File: src/rtl/sipo_pkg.sv
// Shared types for the SIPO deserializer: output-buffer state encoding and
// the bit-counter width helper.
package sipo_pkg;

    typedef enum logic {
        EMPTY = 1'b0,
        FULL  = 1'b1
    } out_state_e;

    // Sized for N+1 so the same counter fits a frame with or without a parity bit.
    function automatic int cnt_width(input int n);
        return $clog2(n + 1);
    endfunction

endpackage

File: src/rtl/sipo_shift_core.sv
// Shift register, bit counter and frame_sync handling; pulses word_done with the
// completed word. SIPO_PARITY_EN adds a trailing even-parity bit to each frame.
module sipo_shift_core
    import sipo_pkg::*;
#(
    parameter int N = 4
) (
    input  logic         clk,
    input  logic         reset,
    input  logic         serial_in,
    input  logic         shift_en,
    input  logic         frame_sync,
    output logic         busy,
    output logic         word_done,
    output logic [N-1:0] word
`ifdef SIPO_PARITY_EN
    ,
    output logic         word_parity
`endif
);

    localparam int CW = cnt_width(N);
`ifdef SIPO_PARITY_EN
    localparam int F = N + 1;
`else
    localparam int F = N;
`endif
    localparam logic [CW-1:0] LAST = CW'(F - 1);

    logic [N-1:0]  shift_q, shift_d;
    logic [CW-1:0] cnt_q, cnt_d;
    logic          last_bit;

    assign last_bit = (cnt_q == LAST);
    assign busy     = (cnt_q != '0);

    always_comb begin
        shift_d   = shift_q;
        cnt_d     = cnt_q;
        word_done = 1'b0;
        if (shift_en) begin
            if (frame_sync) begin
                shift_d = {serial_in, {(N-1){1'b0}}};
                cnt_d   = CW'(1);
            end else if (last_bit) begin
                cnt_d     = '0;
                word_done = 1'b1;
`ifndef SIPO_PARITY_EN
                shift_d   = {serial_in, shift_q[N-1:1]};
`endif
            end else begin
                shift_d = {serial_in, shift_q[N-1:1]};
                cnt_d   = cnt_q + CW'(1);
            end
        end
    end

    always_ff @(posedge clk) begin
        if (reset) begin
            shift_q <= '0;
            cnt_q   <= '0;
        end else begin
            shift_q <= shift_d;
            cnt_q   <= cnt_d;
        end
    end

`ifdef SIPO_PARITY_EN
    // The data bits are already in place when the parity bit arrives.
    assign word        = shift_q;
    assign word_parity = serial_in;
`else
    logic unused_lsb;
    assign word       = {serial_in, shift_q[N-1:1]};
    assign unused_lsb = shift_q[0];
`endif

endmodule

File: src/rtl/sipo_deserializer.sv
// SIPO deserializer top: one-entry output buffer with valid/ready, sticky overflow
// and optional parity check (enabled by defining SIPO_PARITY_EN).
module sipo_deserializer
    import sipo_pkg::*;
#(
    parameter int N = 4
) (
    input  logic         clk,
    input  logic         reset,
    input  logic         serial_in,
    input  logic         shift_en,
    input  logic         frame_sync,
    input  logic         out_ready,
    input  logic         overflow_clr,
    output logic [N-1:0] parallel_out,
    output logic         out_valid,
    output logic         busy,
    output logic         overflow,
    output logic         parity_err
);

    logic         word_done;
    logic [N-1:0] word;
    out_state_e   state_q, state_d;
    logic [N-1:0] data_q, data_d;
    logic         ovf_q, ovf_d;
    logic         load, ovf_set;
`ifdef SIPO_PARITY_EN
    logic         word_parity;
    logic         perr_q, perr_d;
`endif

    sipo_shift_core #(.N(N)) u_core (
        .clk        (clk),
        .reset      (reset),
        .serial_in  (serial_in),
        .shift_en   (shift_en),
        .frame_sync (frame_sync),
        .busy       (busy),
        .word_done  (word_done),
        .word       (word)
`ifdef SIPO_PARITY_EN
        ,
        .word_parity(word_parity)
`endif
    );

    always_comb begin
        state_d = state_q;
        load    = 1'b0;
        ovf_set = 1'b0;
        unique case (state_q)
            EMPTY: begin
                if (word_done) begin
                    load    = 1'b1;
                    state_d = FULL;
                end
            end
            FULL: begin
                if (out_ready) begin
                    load    = word_done;
                    state_d = word_done ? FULL : EMPTY;
                end else begin
                    ovf_set = word_done;
                end
            end
            default: state_d = EMPTY;
        endcase
        data_d = load ? word : data_q;
        ovf_d  = overflow_clr ? 1'b0 : (ovf_q | ovf_set);
    end

    always_ff @(posedge clk) begin
        if (reset) begin
            state_q <= EMPTY;
            data_q  <= '0;
            ovf_q   <= 1'b0;
        end else begin
            state_q <= state_d;
            data_q  <= data_d;
            ovf_q   <= ovf_d;
        end
    end

`ifdef SIPO_PARITY_EN
    // A dropped word never reaches this register, so its parity is ignored too.
    assign perr_d = load ? ((^word) ^ word_parity) : perr_q;

    always_ff @(posedge clk) begin
        if (reset) begin
            perr_q <= 1'b0;
        end else begin
            perr_q <= perr_d;
        end
    end

    assign parity_err = perr_q;
`else
    assign parity_err = 1'b0;
`endif

    assign parallel_out = data_q;
    assign out_valid    = (state_q == FULL);
    assign overflow     = ovf_q;

endmodule
File: config.mk
export PLATFORM = sky130hd
export DESIGN_NAME = sipo_deserializer
export DESIGN_NICKNAME = d
export VERILOG_FILES = /design/src/rtl/sipo_pkg.sv /design/src/rtl/sipo_shift_core.sv /design/src/rtl/sipo_deserializer.sv
export SDC_FILE = /design/constraint.sdc
export NUM_CORES = 1
export LEC_CHECK = 0
export BUFFER_PORTS_ARGS = -buffer_cell sky130_fd_sc_hd__buf_2
export CAP_MARGIN = 15
export CORE_AREA = 5 5 42 44
export CTS_CLUSTER_DIAMETER = 60
export CTS_CLUSTER_SIZE = 16
export DETAILED_ROUTE_END_ITERATION = 12
export DIE_AREA = 0 0 47 49
export GPL_TIMING_DRIVEN = 1
export PLACE_DENSITY_LB_ADDON = 0.2
export SKIP_LAST_GASP = 1
export SLEW_MARGIN = 20
export SYNTH_ARGS = -nofsm -noshare
export SYNTH_HDL_FRONTEND = slang
export SYNTH_SLANG_ARGS = --single-unit
File: constraint.sdc
create_clock -name clk -period 1.5 [get_ports clk]
set_input_delay 0.225 -clock clk [delete_from_list [all_inputs] [get_ports clk]]
set_output_delay 0.225 -clock clk [all_outputs]
set_load 0.05 [all_outputs]
# After elaboration in Yosys (flattened, before gate mapping)
# Cells that the tools add are included.
[classes] addsub=1 n_eq_ne=1 muxes=13 bitwise_logic=2 reduce_logical=2
[op_table] cell="3-bit two-way mux" n=3
[op_table] cell="1-bit two-way mux" n=8
[op_table] cell="1-bit case mux with 2 select lines" n=2
[op_table] cell="3-bit by 1-bit adder with 3-bit output, second input constant" n=1
[op_table] cell="3-bit by 2-bit equality test with 1-bit output, second input constant" n=1
[op_table] cell="3-bit nonzero test" n=1
[op_table] cell="2-bit OR reduction" n=1
[op_table] cell="1-bit NOT" n=1
[op_table] cell="1-bit bitwise OR" n=1
[totals] ff_bits=13 in_bits=7 out_inout_bits=8 elab_cells=24

# Logic depth before layout (Yosys ltp)
# Gate-level depths: netlist of run 1.
[depth] ltp_word=7 ltp_mapped=4 mapped_depth_nobuf=4

# Modules after synthesis
# From an unflattened synthesis of run 1, not the netlist that was laid out.
[hier_totals] cells_unflattened=60 area_unflattened_um2=583.1
[by_module_without_submodules] module="sipo_shift_core" instances=1 cells_per_inst=32 area_each_um2=306.5 seq_area_each_um2=120.1
[by_module_without_submodules] module="sipo_deserializer" instances=1 cells_per_inst=28 area_each_um2=276.5 seq_area_each_um2=120.1

# Least setup slack after synthesis of run 1
# No wires, ideal clock.
[synth_path] path_kind="flip-flop to flip-flop" startpoint="register state_q, in the netlist out_valid" endpoint="register data_q[3], in the netlist parallel_out[3]" setup_time_ns=0.134 arrival_time_ns=1.209 t_required_ns=1.366 setup_slack_ns=0.157 stages_incl_launch_ff=5 n_path_buf=1 period_less_slack_ns=1.343 cell_sequence="dfxtp_1 -> nor2b_1 -> clkbuf_1 -> nand3b_1 -> a21oi_1"
[synth_between] elab_chain_len=2
[synth_lines] element="start: declaration" line_no="sipo_deserializer.sv:24" text="out_state_e state_q, state_d;"
[synth_lines] element="start signal: assignment" line_no="sipo_deserializer.sv:79" text="state_q <= state_d;"
[synth_lines] element="1-bit NOT"
[synth_lines] element="1-bit case mux with 2 select lines (*)" line_no="sipo_deserializer.sv:52" text="unique case (state_q)"
[synth_lines] element="end signal: assignment" line_no="sipo_deserializer.sv:80" text="data_q <= data_d;"
[synth_lines] element="end: declaration" line_no="sipo_deserializer.sv:25" text="logic [N-1:0] data_q, data_d;"
# Mark *: on every way between the ends. The rest lies on a longest branch, timed or not.
# A chain may end at the register's enable or synchronous reset.

# Final worst setup path of run 1
[layout_path] startpoint="register u_core.cnt_q[0]" endpoint="output port busy"
[layout_between] elab_chain_len=1
[layout_lines] element="start: declaration" line_no="sipo_shift_core.sv:31" text="logic [CW-1:0] cnt_q, cnt_d;"
[layout_lines] element="start signal: assignment" line_no="sipo_shift_core.sv:64" text="cnt_q <= cnt_d;"
[layout_lines] element="3-bit nonzero test" line_no="sipo_shift_core.sv:35" text="assign busy = (cnt_q != '0);"
[layout_lines] element="end: declaration" line_no="sipo_deserializer.sv:17" text="output logic busy,"
# No other way between the ends.

==> run_results.csv, run 1 <==
group,metric,value,unit
sta,finClkSkew,0.00601,ns
setup_path,crit_fanout,4,
routing,wire_per_inst,11.0,µm
setup_path,r2r_setup_slack,0.37,ns
setup_path,crit_chain,"inv_1 > ha_1 > nand2b_1 > clkbuf_4",
finish,layout-drive-gt1-share,28.6,%
routing,drtAntennaViolNets,0,
logic_synthesis,synth_area_per_cell,9.41,µm²
routing,vias,408,
setup_path,cp-end-kind,"primary output",
setup_path,path_class,"reg2out",
global_route,grt_pass1_wl,1610,µm
routing,drc_errors,0,
clocking,clkSlewWorstSetupHoldPaths,0.08,ns
global_route,overflow,0,
clocking,cts_setup_buffers,0,
finish,nNetsFinal,80,
finish,final_area,636,µm²
global_route,met2_usage,12.7,%
pwr,ir_drop,584,µV
floorplan,core_area,1400,µm²
setup_path,crit_slowest_cell,"dfxtp_1",
finish,fillerInstances,140,
sta,max_freq,715,MHz
clocking,clock_latency,0.27,ns
global_route,globalRouteMet3Util,3.32,%
clocking,cts_buffers,3,
global_route,antenna_found_initial,0,
finish,multi_input_area,256,µm²
sta,fin_tns_setup,0,ns
pwr,p_per_area,1010,nW/µm²
floorplan,start_util,37.6,%
logic_synthesis,ys_ff_latch,12,
flow_run,max_cap_violations,0,
logic_synthesis,synth_fp_nets,65,
routing,first_pass_iters,3,
logic_synthesis,synth_cell_types,20,
global_route,grt_pass1_vias,389,
clocking,root_buffer,"clkbuf_4",
global_route,met1_usage,12.9,%
global_route,grt_usage,9.76,%
run_status,outcome,"completed",
sta,period_needed,1.40,ns
finish,area_growth,20.7,%
floorplan,die_y,49,µm
sta,period_share,93.2,%
sta,setup_violations,0,
logic_synthesis,syn-cell-area,527,µm²
logic_synthesis,syn_inst,56,
placement,place.gp.congestion,0.706,
setup_path,critical_path.max_stage_delay,0.38,ns
global_route,grt_max_degree,13,
clocking,cts_tree,"built",
logic_synthesis,seq_area_frac_synth,45.6,%
placement,post_dp_cell_area,597,µm²
floorplan,die_w,47,µm
finish,mostFrequentLayoutCells,"12 x buf_2, 12 x dfxtp_1, 7 x a21oi_1",
sta,layout_setup_ws,0.101,ns
finish,regArea,240,µm²
setup_path,start_kind,"flop",
min_path,hold_path_class,"in2reg",
routing,drtIter0Drc,4,
floorplan,boundaryPins,15,
floorplan,fp-row-count,14,
placement,placement.io_buffers,13,
routing,routed_wirelength,942,µm
clocking,clock-sinks,12,
setup_path,crit_arrival,1.17,ns
placement,place_ws,0.371,ns
clocking,htree_levels,1,
floorplan,dieArea,2300,µm²
placement,dpl.hpwl,686,µm
routing,routed_via_density,4.74,
finish,antenna_cells,0,
sta,slew_viol_final,0,
pwr,leakagePower,0.269,nW
setup_path,required,1.27,ns
clocking,cts_max_path_buffers,2,
logic_synthesis,ys.warnings.count,0,
global_route,globalRoute.busiestLayer,"met1",
sta,final_hold_viol_count,0,
sta,rsz0062_at_grt,"no",
[metrics by stage]
step	instances	utilization, %	hold WS (ns)	power (W)
4_1_cts	86	45.2	0.107	0.000647
3_5_place_dp	82	42.6	0.400	0.000392
6_report	86	45.4	0.112	0.000643
2_1_floorplan	56	-	0.295	0.000378
5_1_grt	86	45.4	0.101	0.000673
3_3_place_gp	82	42.6	0.393	0.000392
[registers in the layout (all words and copies together) (netlist names)]
signal / count
parallel_out: 4
out_valid: 1
overflow: 1
u_core.cnt_q: 3
u_core.shift_q: 3
[kinds of logic after synthesis]
family	after synthesis	synth area share, %
and+or+nand+nor	20	26.8
AOI/OAI and AO/OA	14	14.5
DFF	12	45.6
buffers and inverters	6	5.70
adders and majority gates	2	4.75
muxes	1	1.90
other	1	0.712
[metal layers]
metal,share of wire [%],wire (µm)
met1,49,457
met4,1.3,12
met2,45,427
met3,4.7,44
met5,0,0
[timing repair]
item / CTS / global route
resized for setup: 0 / 1
hold buffers: 0 / 0
setup endpoints to repair: 0 / 1
[power by group]
| part | switching [W] | total (W) | internal, W |
|---|---|---|---|
| logic | 0.0000369 | 0.0000574 | 0.0000205 |
| registers | 0.00000428 | 0.000328 | 0.000324 |
| clock network | 0.000110 | 0.000257 | 0.000148 |
| total | 0.000151 | 0.000643 | 0.000492 |
[cells in the mapped netlist]
master,count,area [µm²]
dfxtp_1,12,240
a21oi_1,7,35.0
nand3b_1,6,45.0
nor2_1,5,18.8
o21ai_1,4,20.0
nand2b_1,3,18.8
buf_4,2,15.0
clkbuf_1,2,7.51
ha_1,2,25.0
inv_1,2,7.51
nor2b_1,2,12.5
a211oi_1,1,7.51
a2bb2oi_1,1,8.76
and3b_1,1,8.76
and4bb_4,1,16.3
conb_1,1,3.75
mux2i_1,1,10.0
nand4bb_1,1,11.3
nor3_2,1,10.0
o21ai_0,1,5.00
[final timing paths]
path / start / endpoint / cells past startpoint
worst max-delay path: u_core.cnt_q[0] / busy / 4
worst min-delay path: overflow_clr / overflow / 2
worst max register to register: u_core.cnt_q[0] / parallel_out[2] / 4
worst min register to register: u_core.shift_q[1] / u_core.shift_q[1] / 2
[cell type report]
class / count / share of cell area (%)
flip-flops and latches: 12 / 37.8
multi-input cells: 38 / 40.4
clock buffers: 4 / 5.71
inverters: 2 / 1.18
repair buffers: 14 / 11.8
well taps: 16 / 3.15
[critical path: cells and delay by family (launching register included)]
kind,cells,cell delay (ns)
adder cells (fa/ha/maj),1,0.18
buffers and inverters,2,0.28
flip-flops,1,0.38
AND/OR/NAND/NOR,1,0.06
(Power assumes the default switching activity.)
==> inputs of run 2 (changes only) <==
--- a/config.mk
+++ b/config.mk
@@ -7,11 +7,11 @@
 export LEC_CHECK = 0
 export BUFFER_PORTS_ARGS = -buffer_cell sky130_fd_sc_hd__buf_2
 export CAP_MARGIN = 15
-export CORE_AREA = 5 5 42 44
+export CORE_MARGIN = 5
+export CORE_UTILIZATION = 25
 export CTS_CLUSTER_DIAMETER = 60
 export CTS_CLUSTER_SIZE = 16
 export DETAILED_ROUTE_END_ITERATION = 12
-export DIE_AREA = 0 0 47 49
 export GPL_TIMING_DRIVEN = 1
 export PLACE_DENSITY_LB_ADDON = 0.2
 export SKIP_LAST_GASP = 1
==> run 2 against run 1 <==
  * Global-route usage fell by 2.3 points
  * Sequential power barely moved
  * Sequential share of layout area fell by 0.80 points
  * Clock-buffer cell count did not move
  * Wire length rose by 8.4%
  * Non-clock buffer count did not move
  * Critical path depth did not move
  * Flip-flop and latch count did not move
  * Combinational power fell by 0.7%
  * Largest power group unchanged
  * Via count rose by 1.5%
==> run_results.csv, run 2 (synthesis gave the netlist of run 1 again) <==
group,metric,value,unit
run_status,outcome,"completed",
placement,placement.io_buffers,13,
floorplan,die_w,55.9,µm
finish,mostFrequentLayoutCells,"12 x buf_2, 12 x dfxtp_1, 7 x a21oi_1",
clocking,clock_latency,0.27,ns
clocking,cts_max_path_buffers,2,
setup_path,r2r_end,"parallel_out[0]",
pwr,power,0.000639,W
pwr,ir_drop,481,µV
setup_path,crit_slowest_cell,"dfxtp_1",
finish,final_cells,97,
floorplan,boundaryPins,15,
global_route,antenna_found_initial,0,
clocking,cts_buffers,3,
setup_path,crit_fanout,4,
routing,drtIter0Drc,5,
setup_path,crit_chain,"inv_1 > ha_1 > nand2b_1 > clkbuf_4",
floorplan,die_y,55.9,µm
sta,finClkSkew,0.00182,ns
routing,first_pass_iters,2,
routing,routed_wirelength,1020,µm
finish,antenna_cells,0,
sta,period_needed,1.39,ns
finish,nNetsFinal,80,
floorplan,core_area,1980,µm²
routing,drtAntennaViolNets,0,
finish,area_growth,23.3,%
floorplan,start_util,26.6,%
clocking,ctsHoldBuffers,0,
finish,final_area,649,µm²
placement,dp.cells,93,
floorplan,dieArea,3120,µm²
clocking,clock-sinks,12,
placement,dpl.hpwl,781,µm
routing,vias,414,
setup_path,r2r-start,"u_core.cnt_q[0]",
setup_path,required,1.27,ns
pwr,p_per_area,983,nW/µm²
sta,rsz0062_at_grt,"no",
setup_path,crit_arrival,1.17,ns
setup_path,cp-end-kind,"primary output",
min_path,min_path_cells,2,
min_path,min_to,"overflow",
sta,hold_slack,0.108,ns
finish,layout-drive-gt1-share,28.6,%
placement,place.gp.congestion,0.610,
global_route,grt_usage,7.44,%
sta,final_hold_viol_count,0,
sta,slew_viol_final,0,
setup_path,r2r_setup_slack,0.36,ns
clocking,cts_tree,"built",
global_route,overflow,0,
global_route,grt_pass1_vias,415,
clocking,cts_resized,0,
global_route,grt_max_degree,13,
flow_run,max_cap_violations,0,
pwr,leakagePower,0.269,nW
min_path,hold_path_class,"in2reg",
setup_path,start_kind,"flop",
clocking,cts_setup_buffers,0,
routing,wire_per_inst,10.5,µm
clocking,clkSlewWorstSetupHoldPaths,0.07,ns
routing,drc_errors,0,
clocking,root_buffer,"clkbuf_4",
sta,period_share,93.0,%
global_route,grt_pass1_wl,1770,µm
setup_path,critical_path.max_stage_delay,0.38,ns
setup_path,path_buf_inv,2,
setup_path,rr_worst_depth,4,
routing,routed_via_density,4.27,
setup_path,path_class,"reg2out",
placement,post_dp_cell_area,611,µm²
finish,largest_reg_flops,4,
sta,setup_violations,0,
sta,fin_tns_setup,0,ns
sta,max_freq,717,MHz
floorplan,fp-row-count,16,
min_path,min_from,"overflow_clr",
setup_path,crit_family,"flip-flops",
clocking,htree_levels,1,
==> run 2: cell counts in the layout (fill, tap and decap cells not counted) <==
Identical to the previous run, type by type.
==> run 2: per-layer routing <==
layer	vias to the layer above	share of wire (%)	global-route usage, %
met5	-	0	0
met4	0	2.6	5.08
met3	2	6.8	3.94
met2	10	48	12.3
met1	183	43	7.06
li1	219	-	-
==> run 2: final cells by class <==
type / count / area [µm²]
multi-input combinational: 38 / 256
sequential: 12 / 240
tap: 27 / 33.8
timing repair buffer: 14 / 75.1
clock buffer: 4 / 36.3
fill: 214 / 1330
inverter: 2 / 7.51
==> run 2: worst max path at each step <==
stage	from	endpoint	slack, ns	cells past startpoint
2_1_floorplan	out_valid	parallel_out[3]	0.16	4
3_3_place_gp	u_core.cnt_q[0]	busy	0.37	4
3_5_place_dp	u_core.cnt_q[0]	busy	0.37	4
4_1_cts	u_core.cnt_q[0]	busy	0.05	4
5_1_grt	u_core.cnt_q[0]	busy	0.02	4
6_report	u_core.cnt_q[0]	busy	0.11	4
==> run 2: power by group <==
group | internal [W] | leakage (nW) | switching, W
Clock | 0.000148 | 0.0210 | 0.000106
Combinational | 0.0000205 | 0.151 | 0.0000365
Sequential | 0.000324 | 0.0973 | 0.00000437
Total | 0.000492 | 0.269 | 0.000147
==> run 2: stage by stage <==
| stage | worst slack [ns] | utilization (%) |
|---|---|---|
| final | 0.106 | 32.8 |
| after CTS | 0.0475 | 32.6 |
| after global routing | 0.0230 | 32.8 |
| after global placement | 0.373 | 30.8 |
| after detailed placement | 0.368 | 30.8 |
| after floorplan | 0.157 | - |
==> inputs of run 3 (changes only) <==
==> constraint.sdc (replaced) <==
create_clock -name clk -period 1.1 [get_ports clk]
set_input_delay 0.165 -clock clk [delete_from_list [all_inputs] [get_ports clk]]
set_output_delay 0.165 -clock clk [all_outputs]
set_load 0.05 [all_outputs]
==> run 3 against run 2 <==
  * The flow now finishes with violations (setup timing)
  * Die area did not move
  * Critical path depth did not move
  * Final cell count rose by 4.1%
  * Sequential power rose by 37%
  * Final area rose by 18%
  * Non-clock buffer count rose by 4
  * Wire length rose by 10%
  * First-iteration DRC count rose by 20%
  * Global-route usage fell by 0.055 points
  * Via count rose by 7.0%
  * Utilization rose by 5.9 points
  * Combinational power rose by 120%
  * Critical endpoint unchanged
  * Highest routed layer unchanged
==> run_results.csv, run 3 (synthesis gave the netlist of run 1 again) <==
group,metric,value,unit
finish,antenna_cells,0,
sta,slew_viol_final,0,
sta,finClkSkew,0.000251,ns
sta,layout_setup_ws,-0.0916,ns
finish,regArea,244,µm²
sta,period_needed,1.19,ns
setup_path,start_kind,"flop",
floorplan,dieArea,3120,µm²
sta,period_share,108,%
min_path,hold_path_class,"in2reg",
clocking,clock_latency,0.28,ns
floorplan,die_y,55.9,µm
placement,place.gp.congestion,0.675,
finish,fillerInstances,195,
floorplan,boundaryPins,15,
global_route,grt_pass1_vias,418,
routing,drtIter0Drc,6,
setup_path,r2r_setup_slack,-0.07,ns
clocking,cts_max_path_buffers,2,
clocking,htree_levels,1,
routing,routed_wirelength,1120,µm
setup_path,required,0.94,ns
floorplan,start_util,26.6,%
routing,drc_errors,0,
routing,routed_via_density,4.39,
finish,multi_input_area,323,µm²
global_route,grt_usage,7.39,%
global_route,overflow,0,
run_status,outcome,"complete, but fails checks",
sta,max_freq,839,MHz
floorplan,fp-row-count,16,
finish,largest_reg_flops,4,
placement,post_dp_cell_area,614,µm²
finish,fin_util,38.7,%
placement,dpl.hpwl,755,µm
sta,setup_violations,6,
run_status,violations,"setup timing",
pwr,p_per_area,1210,nW/µm²
floorplan,core_area,1980,µm²
placement,place_ws,-0.0500,ns
clocking,root_buffer,"clkbuf_4",
routing,first_pass_iters,3,
clocking,ctsHoldBuffers,0,
sta,final_hold_viol_count,0,
finish,final_cells,101,
setup_path,path_class,"reg2out",
clocking,cts_tree,"built",
finish,layout-drive-gt1-share,51.4,%
finish,layout_commonest_cell,"buf_2",
finish,mostFrequentLayoutCells,"11 x buf_2, 9 x dfxtp_1, 6 x nand3b_1",
global_route,grt_max_degree,13,
global_route,antenna_found_initial,0,
setup_path,crit_fanout,2,
placement,placement.io_buffers,13,
floorplan,die_w,55.9,µm
pwr,ir_drop,616,µV
routing,drtAntennaViolNets,0,
global_route,grt_pass1_wl,1830,µm
pwr,leakagePower,0.295,nW
pwr,power,0.000927,W
setup_path,crit_arrival,1.03,ns
setup_path,cp-end-kind,"primary output",
finish,nNetsFinal,84,
finish,area_growth,45.6,%
clocking,cts_buffers,3,
clocking,clkSlewWorstSetupHoldPaths,0.07,ns
flow_run,max_cap_violations,0,
sta,rsz0062_at_grt,"yes",
placement,dp.cells,93,
routing,vias,443,
clocking,clock-sinks,12,
routing,wire_per_inst,11.1,µm
finish,final_area,767,µm²
-- run 3: cell count changes in the layout (fill, tap and decap cells not counted), sizes merged --
| cell | delta |
|---|---|
| buf | +4 |
-- run 3: final timing paths --
kind                            depth (start not counted)               to       startpoint
worst min register to register                          2  parallel_out[2]  parallel_out[2]
worst max-delay path                                    4             busy  u_core.cnt_q[0]
worst min-delay path                                    2         overflow     overflow_clr
worst max register to register                          5  parallel_out[2]  u_core.cnt_q[0]
-- run 3: worst max-delay path, cell delays in order, from the launching register on --
cell,delay [ns]
dfxtp_2,0.35
inv_2,0.05
ha_4,0.15
nand2b_4,0.06
buf_8,0.14
-- run 3: power breakdown --
part	leakage, nW	total, W	internal [W]	switching [W]
Sequential	0.0984	0.000449	0.000443	0.00000631
Combinational	0.176	0.000124	0.0000583	0.0000659
Clock	0.0210	0.000354	0.000201	0.000153
-- run 3: cell type report --
| type | instances | share of cell area, % |
|---|---|---|
| Multi-Input combinational cell | 38 | 42.1 |
| Clock buffer | 4 | 4.73 |
| Inverter | 2 | 0.979 |
| Tap cell | 27 | 4.40 |
| Sequential cell | 12 | 31.8 |
| Timing Repair Buffer | 18 | 16.0 |
-- run 3: what timing repair did --
item                                    CTS  global route
cloned                                    0             0
setup buffers                             3             1
endpoints found under the hold margin     0             0
pin swaps                                 2             5
endpoints found under the setup margin    6             8
gates resized for setup                  14             7
-- run 3: per-stage QoR --
stage | TNS (ns) | hold slack (ns)
detailed placement | -0.179 | 0.340
floorplan | 0 | 0.235
finish | -0.325 | 0.0443
global placement | -0.00965 | 0.334
CTS | -0.303 | 0.0368
global route | -0.638 | 0.0289
-- run 3: routing by layer --
metal | GRT usage (%) | vias to the layer above | wire [µm]
li1 | - | 227 | -
met1 | 8.43 | 206 | 480
met2 | 11.3 | 8 | 556
met3 | 2.09 | 2 | 56
met4 | 6.10 | 0 | 29
met5 | 0 | - | 0
